## src/rtl/sap1_control_sequencer.sv

```systemverilog
// SAP-1 control sequencer: fetch/execute T-state counter with opcode decode.
// Drives one-hot bus-driver selects, register load strobes, PC and ALU controls.
module sap1_control_sequencer #(
    parameter int unsigned OPCODE_WIDTH = 4,
    parameter int unsigned NUM_STEPS    = 5
) (
    input  logic                    i_clk,
    input  logic                    i_reset,
    input  logic                    i_enable,
    input  logic [OPCODE_WIDTH-1:0] i_opcode,
    input  logic                    i_carry,
    input  logic                    i_zero,
    output logic                    o_a_reg_out,
    output logic                    o_b_reg_out,
    output logic                    o_alu_out,
    output logic                    o_ram_out,
    output logic                    o_instruction_reg_out,
    output logic                    o_program_counter_out,
    output logic                    o_a_reg_in,
    output logic                    o_b_reg_in,
    output logic                    o_mar_in,
    output logic                    o_ram_in,
    output logic                    o_instruction_reg_in,
    output logic                    o_out_reg_in,
    output logic                    o_pc_inc,
    output logic                    o_pc_load,
    output logic                    o_alu_sub,
    output logic [2:0]              o_step,
    output logic                    o_halted
);

    localparam logic [2:0] LastStep = 3'(NUM_STEPS - 1);

    localparam logic [3:0] OpLda = 4'h1;
    localparam logic [3:0] OpAdd = 4'h2;
    localparam logic [3:0] OpSub = 4'h3;
    localparam logic [3:0] OpSta = 4'h4;
    localparam logic [3:0] OpLdi = 4'h5;
    localparam logic [3:0] OpJmp = 4'h6;
    localparam logic [3:0] OpJc  = 4'h7;
    localparam logic [3:0] OpJz  = 4'h8;
    localparam logic [3:0] OpOut = 4'hE;
    localparam logic [3:0] OpHlt = 4'hF;

    logic [2:0] step_q, step_d;
    logic       halted_q, halted_d;
    logic [3:0] opcode;
    logic       run;

    assign opcode = 4'(i_opcode);

    // Reset is folded in so outputs drop the instant reset rises, not at the next edge.
    assign run = i_enable & ~halted_q & ~i_reset;

    always_comb begin
        step_d   = step_q;
        halted_d = halted_q;
        if (i_enable && !halted_q) begin
            if (step_q == 3'd2 && opcode == OpHlt) begin
                halted_d = 1'b1;
                step_d   = 3'd0;
            end else if (step_q == LastStep) begin
                step_d = 3'd0;
            end else begin
                step_d = step_q + 3'd1;
            end
        end
    end

    always_ff @(posedge i_clk or posedge i_reset) begin
        if (i_reset) begin
            step_q   <= 3'd0;
            halted_q <= 1'b0;
        end else begin
            step_q   <= step_d;
            halted_q <= halted_d;
        end
    end

    always_comb begin
        o_a_reg_out           = 1'b0;
        o_b_reg_out           = 1'b0;
        o_alu_out             = 1'b0;
        o_ram_out             = 1'b0;
        o_instruction_reg_out = 1'b0;
        o_program_counter_out = 1'b0;
        o_a_reg_in            = 1'b0;
        o_b_reg_in            = 1'b0;
        o_mar_in              = 1'b0;
        o_ram_in              = 1'b0;
        o_instruction_reg_in  = 1'b0;
        o_out_reg_in          = 1'b0;
        o_pc_inc              = 1'b0;
        o_pc_load             = 1'b0;
        o_alu_sub             = 1'b0;
        if (run) begin
            case (step_q)
                3'd0: begin
                    o_program_counter_out = 1'b1;
                    o_mar_in              = 1'b1;
                end
                3'd1: begin
                    o_ram_out            = 1'b1;
                    o_instruction_reg_in = 1'b1;
                    o_pc_inc             = 1'b1;
                end
                3'd2: begin
                    case (opcode)
                        OpLda, OpAdd, OpSub, OpSta: begin
                            o_instruction_reg_out = 1'b1;
                            o_mar_in              = 1'b1;
                        end
                        OpLdi: begin
                            o_instruction_reg_out = 1'b1;
                            o_a_reg_in            = 1'b1;
                        end
                        OpJmp: begin
                            o_instruction_reg_out = 1'b1;
                            o_pc_load             = 1'b1;
                        end
                        OpJc: begin
                            o_instruction_reg_out = i_carry;
                            o_pc_load             = i_carry;
                        end
                        OpJz: begin
                            o_instruction_reg_out = i_zero;
                            o_pc_load             = i_zero;
                        end
                        OpOut: begin
                            o_a_reg_out  = 1'b1;
                            o_out_reg_in = 1'b1;
                        end
                        default: ;
                    endcase
                end
                3'd3: begin
                    case (opcode)
                        OpLda: begin
                            o_ram_out  = 1'b1;
                            o_a_reg_in = 1'b1;
                        end
                        OpAdd, OpSub: begin
                            o_ram_out  = 1'b1;
                            o_b_reg_in = 1'b1;
                        end
                        OpSta: begin
                            o_a_reg_out = 1'b1;
                            o_ram_in    = 1'b1;
                        end
                        default: ;
                    endcase
                end
                3'd4: begin
                    if (opcode == OpAdd || opcode == OpSub) begin
                        o_alu_out  = 1'b1;
                        o_a_reg_in = 1'b1;
                        o_alu_sub  = (opcode == OpSub);
                    end
                end
                default: ;
            endcase
        end
    end

    assign o_step   = step_q;
    assign o_halted = halted_q;

endmodule
```

## config.mk

```make
export PLATFORM = sky130hd
export DESIGN_NAME = sap1_control_sequencer
export DESIGN_NICKNAME = d
export VERILOG_FILES = /design/src/rtl/sap1_control_sequencer.sv
export SDC_FILE = /design/constraint.sdc
export NUM_CORES = 1
export LEC_CHECK = 0
export CAP_MARGIN = 20
export CORE_UTILIZATION = 30
export DETAILED_ROUTE_END_ITERATION = 8
export HOLD_SLACK_MARGIN = 0.1
export PLACE_DENSITY_LB_ADDON = 0.15
export SETUP_SLACK_MARGIN = 0.05
export SLEW_MARGIN = 20
export SYNTH_ARGS = -nofsm -noshare
export SYNTH_HDL_FRONTEND = slang
export SYNTH_SLANG_ARGS = --single-unit
```

## constraint.sdc

```tcl
create_clock -name i_clk -period 1.9 [get_ports i_clk]
set_clock_uncertainty 0.2 [all_clocks]
set_input_delay 0.285 -clock i_clk [delete_from_list [all_inputs] [get_ports i_clk]]
set_output_delay 0.285 -clock i_clk [all_outputs]
set_load 0.005 [all_outputs]
```

== After elaboration in Yosys (flattened, before gate mapping) ==
Index checks and enable logic that the tools add are counted.

* Flip-flop bits (word level): 4
* Input port bits: 9
* Word-level logic and storage cells: 70

* Add/subtract/negate cells: 1
* Equality and inequality tests: 14
* Mux-type cells: 39
* Bitwise operators: 4
* Reduce and logical (&&, ||, !) cells: 10

{| class="wikitable"
|+ Operator list
! cell !! count
|-
| $mux W1 || 31
|-
| $eq A4 B3 Y1 const B || 4
|-
| $eq A4 B4 Y1 const B || 3
|-
| $pmux W1 S3 || 3
|-
| $eq A4 B2 Y1 const B || 2
|-
| $eq A3 B2 Y1 const B || 2
|-
| $mux W3 || 2
|-
| $pmux W1 S2 || 3
|-
| $reduce_or A6 Y1 || 1
|-
| $eq A4 B1 Y1 const B || 1
|-
| $reduce_or A4 Y1 || 1
|-
| $add A3 B1 Y3 const B || 1
|-
| $eq A3 B1 Y1 const B || 1
|-
| $eq A3 B3 Y1 const B || 1
|-
| $logic_not A3 Y1 || 1
|-
| $reduce_or A3 Y1 || 1
|-
| $and A1 B1 Y1 || 2
|-
| $logic_and A1 B1 Y1 || 2
|-
| $not A1 Y1 || 2
|-
| $reduce_and A2 Y1 || 1
|-
| $reduce_or A2 Y1 || 1
|-
| $logic_not A1 Y1 || 1
|-
| $logic_or A1 B1 Y1 || 1
|}

== Logic depth before layout (Yosys ltp) ==
* Word-level depth: 5
* Depth in mapped cells: 6
* Depth with buffers taken out: 5

== Worst setup path after synthesis ==
No wires, ideal clock.

* Path kind: reg2out
* Start: register step_q[2], in the netlist o_step[2]
* End: output o_a_reg_in
* Data arrival time: 1.389 ns
* Data required time: 1.415 ns
* Setup slack: 0.026 ns
* Stages on the path, launching flop included: 7
* Buffers on the path: 1
* Path through: dfrtp_1 > buf_6 > inv_1 > ha_1 > nor2b_1 > o211ai_1 > a2111oi_2

* Word-level cells in the longest chain between the ends: 3

{| class="wikitable"
|+ RTL lines
! item !! RTL line !! source
|-
| start: declaration || 45 || <nowiki>logic [2:0] step_q, step_d;</nowiki>
|-
| start signal: assignment || 75 || <nowiki>step_q <= step_d;</nowiki>
|-
| $eq A3 B3 Y1 or $eq A3 B2 Y1 (tied branches) || 97 || <nowiki>case (step_q)</nowiki>
|-
| $pmux W1 S3 (*) || 97 ||
|-
| $mux W1 (*) || 96 || <nowiki>if (run) begin</nowiki>
|-
| end: declaration || 19 || <nowiki>output logic o_a_reg_in,</nowiki>
|}

Mark *: on every way between the ends. The rest lies on a longest branch, timed or not.

== Worst setup path in the final report ==
* Start: register step_q[1], in the netlist o_step[1]
* End: output o_a_reg_in

The elaborated chain is that of the path after synthesis.

==> PnR_summary.wiki <==
{| class="wikitable"
! Metric !! Value
|-
| Outcome || finished with violations
|-
| Violations in the final reports || setup timing
|-
| Initial standard-cell utilization of the core || 0.3368
|-
| Logic depth of the worst register-to-register path || 8
|-
| Timing startpoint of the critical path || o_step[1]
|-
| Root cell of the clock tree || clkbuf_4
|-
| Residual antenna-violating net count after detailed routing || 0
|-
| Number of antenna violations at the first check in global routing || 0
|-
| Total setup violations reported at the end of the flow || 13
|-
| Detailed Place HPWL || 1373 µm
|-
| Number of library cell types mapped by synthesis || 36
|-
| Area growth from synthesis to layout || 118.4%
|-
| Worst Setup Slack, final || -313.9 ps
|-
| Design internal power || a little under 0.8 mW
|-
| Net Count, Synth || around 90
|-
| Boundary Pins || 28
|-
| Rows || 15
|-
| Switch Pwr || 0.5069 mW
|-
| Fraction of the yosys area taken by sequential cells || 0.1649
|-
| Placeable core region || 1802 µm²
|-
| Non-filler instance count after layout || 172
|-
| Maximum fanout encountered on the critical timing path || 4
|-
| Overall via count from detail_route || 774
|-
| Hold path startpoint || i_enable
|-
| Power density of the placed cells || 982.2 nW/µm²
|-
| Dominant synthesized flop cell || dfrtp_1
|-
| Initial DRC count || 7
|-
| Switch share || 0.3895
|-
| Highest ir drop seen on vdd || roughly 0.95 mV
|-
| Shortest period the worst path allows || approximately 2200 ps
|-
| Sequential share of power || 0.129
|-
| Maximum number of pins on one net before global-route repair || 12
|-
| Number of nets in the layout || 163
|-
| Most common library cell in the layout ignoring fill and taps || buf_4
|-
| RSZ-0062 raised after global routing || yes
|-
| Post-synthesis cell type with the largest combined area || dfrtp_1
|-
| Cell types with the largest area share after synthesis || dfrtp_1, ha_1, nor2_1
|-
| First-pass detailed-route iteration total || 4
|-
| Arrival @ worst endpoint || 1730 ps
|-
| Number of antenna cells inserted || 0
|-
| Area taken by multi-input logic gates || 551.8 µm²
|-
| Max-slew violation total from the final report || 0
|-
| Worst Hold Class || in -> reg
|-
| Placed Cells incl. Taps || 155
|-
| CTS sink count || 4
|-
| Maximum buffer depth of the clock tree || 2
|-
| TNS Setup || -1559 ps
|-
| Post-synthesis async set-or-reset flop share || 1.000
|-
| Total track usage || 0.2092
|-
| Period Utilization, post-route || 1.165
|-
| MaxCap Viol Count || 0
|-
| Via count of the first global-routing pass || 765
|-
| Latest clock arrival within the worst-skew pair || 240 ps
|-
| Cell area after synthesis || 606.8 µm²
|-
| TritonCTS clock tree || done
|-
| Number of flops mapped to enable cells by yosys || 0
|-
| FF-to-FF setup slack || 80 ps
|-
| Chip height || 46.98 µm
|-
| Fraction of layout instances using a drive strength above 1 || 0.5850
|-
| Class of the most critical setup path || reg -> out
|-
| Total routed wirelength || 2070 µm
|-
| Headroom to the max-slew limit || 0.6431
|-
| Clock-pin slew reported for the worst setup and hold paths after clock tree synthesis || 40 ps
|-
| Critical path capture point type || output port
|-
| Synthesized instance count || 78
|-
| Total of fill cells in the finished design || about 140
|-
| Wire length per cell after detailed routing || 12.03 µm
|-
| Area of the die || approximately 2200 µm²
|-
| Achievable clock frequency || between 0.4 and 0.5 GHz
|-
| FF+latch count, synth || 4
|-
| Combinational cell fraction of total power || 0.789
|-
| Worst Setup EP || o_a_reg_in
|-
| Actual transition at the worst max-transition pin || approximately 520 ps
|-
| Kind of start point of the critical path || flop
|-
| Mean post-synth cell area || 7.780 µm²
|-
| Drt via density || about 4.5
|-
| CP Data Required Time || about 1400 ps
|-
| Congestion Overflow GR || 0
|-
| R2R Path Start || o_step[1]
|-
| Endpoint of the lowest-slack register-to-register path || o_step[1]
|-
| Synth warnings || 0
|-
| Final RePlAce weighted congestion || approximately 0.77
|-
| Register area || 100.1 µm²
|-
| Total chip power || 1.301 mW
|-
| Wire length of the first global-routing pass || 3194 µm
|-
| Commonest non-fill, non-tap cells in the layout || buf_4, buf_6, nor2_1, buf_2, dlygate4sd2_1
|-
| Clock share of power || 0.083
|-
| Die span in x || 46.98 µm
|-
| Final hold viol count || 0
|-
| Total CTS buffers || 3
|-
| CTS HTree Levels || 1
|-
| Number of buffer cells added on primary ports || 26
|-
| DRC violations left || 0
|-
| Leakage dissipation || 0.6759 nW
|-
| Share of the synthesized area in the top cell type || 0.1649
|}
-- per-layer routing --
| metal | global-route usage | part of all wire | vias up |
|---|---|---|---|
| met3 | 0.02308 | 0.016 | 2 |
| met5 | 0 | 0 | - |
| met1 | 0.2477 | 0.44 | 351 |
| met2 | 0.3722 | 0.54 | 14 |
| li1 | - | - | 407 |
| met4 | 0.1029 | 0.0048 | 0 |
-- cells in the mapped netlist, types with 2 or more instances --
master and instances:
nor2_1 10, nand2_1 9, inv_1 8, ha_1 5, dfrtp_1 4, buf_4 3, nand2b_1 3, o21ai_0 3
a21oi_1 2, buf_6 2, nand3_1 2, nand3b_1 2, o31ai_1 2
-- layout make-up --
class,count,area share
repair buffers,72,0.4448
clock buffers,3,0.01700
multi-input cells,60,0.4164
flip-flops and latches,4,0.07554
well taps,25,0.02361
inverters,8,0.02266
-- logic make-up after synthesis --
kind of cell    count (synthesis)  synth area share
fa+ha+maj                       5            0.1031
buf+inv                        14            0.1319
simple gates                   38            0.3835
xor+xnor                        1           0.01444
flops                           4            0.1650
compound gates                 15            0.1959
other cells                     1          0.006180
-- state kept, by name, indices dropped and copies added (netlist names) --
signal and flops:
o_halted 1, o_step 3
-- repair_timing --
item,CTS,global route
hold buffers,1,0
hold endpoints to repair,4,0
resized for setup,71,23
pin swaps,9,4
buffers inserted,10,5
setup endpoints to repair,14,18
-- worst min path at each step --
stage                            to  cells past startpoint
after floorplan            o_halted                      1
after global placement    o_step[0]                      2
after global routing       o_halted                      3
after CTS                  o_halted                      3
after detailed placement  o_step[0]                      2
final                      o_halted                      3
-- power by group through the flow --
stage	clock (mW)	sequential [mW]	combinational [mW]
after floorplan	0	0.166	0.281
after global placement	0	0.161	0.668
after detailed placement	0	0.165	0.673
after CTS	0.112	0.165	0.854
after global routing	0.121	0.171	1.10
final	0.107	0.168	1.03
-- worst max-delay path: stages (launching register included) --
cell and delay (ps):
dfrtp_1 420, buf_6 140, ha_4 150, buf_4 130, buf_4 130, nor3_1 300, a2111oi_2 90, buf_2 140
-- stage by stage --
| step | utilization | instance area, µm² | setup WS, ps | hold WS, ps |
|---|---|---|---|---|
| final | 0.7354 | 1325 | -313.9 | 314.5 |
| after floorplan | - | 606.8 | 80.17 | -140.3 |
| after global routing | 0.7354 | 1325 | -437.5 | 333.0 |
| after CTS | 0.6806 | 1226 | -282.7 | 291.1 |
| after detailed placement | 0.6042 | 1089 | -729.4 | 346.9 |
| after global placement | 0.6042 | 1089 | -660.7 | 330.6 |
Power figures use the tool's default switching activity.
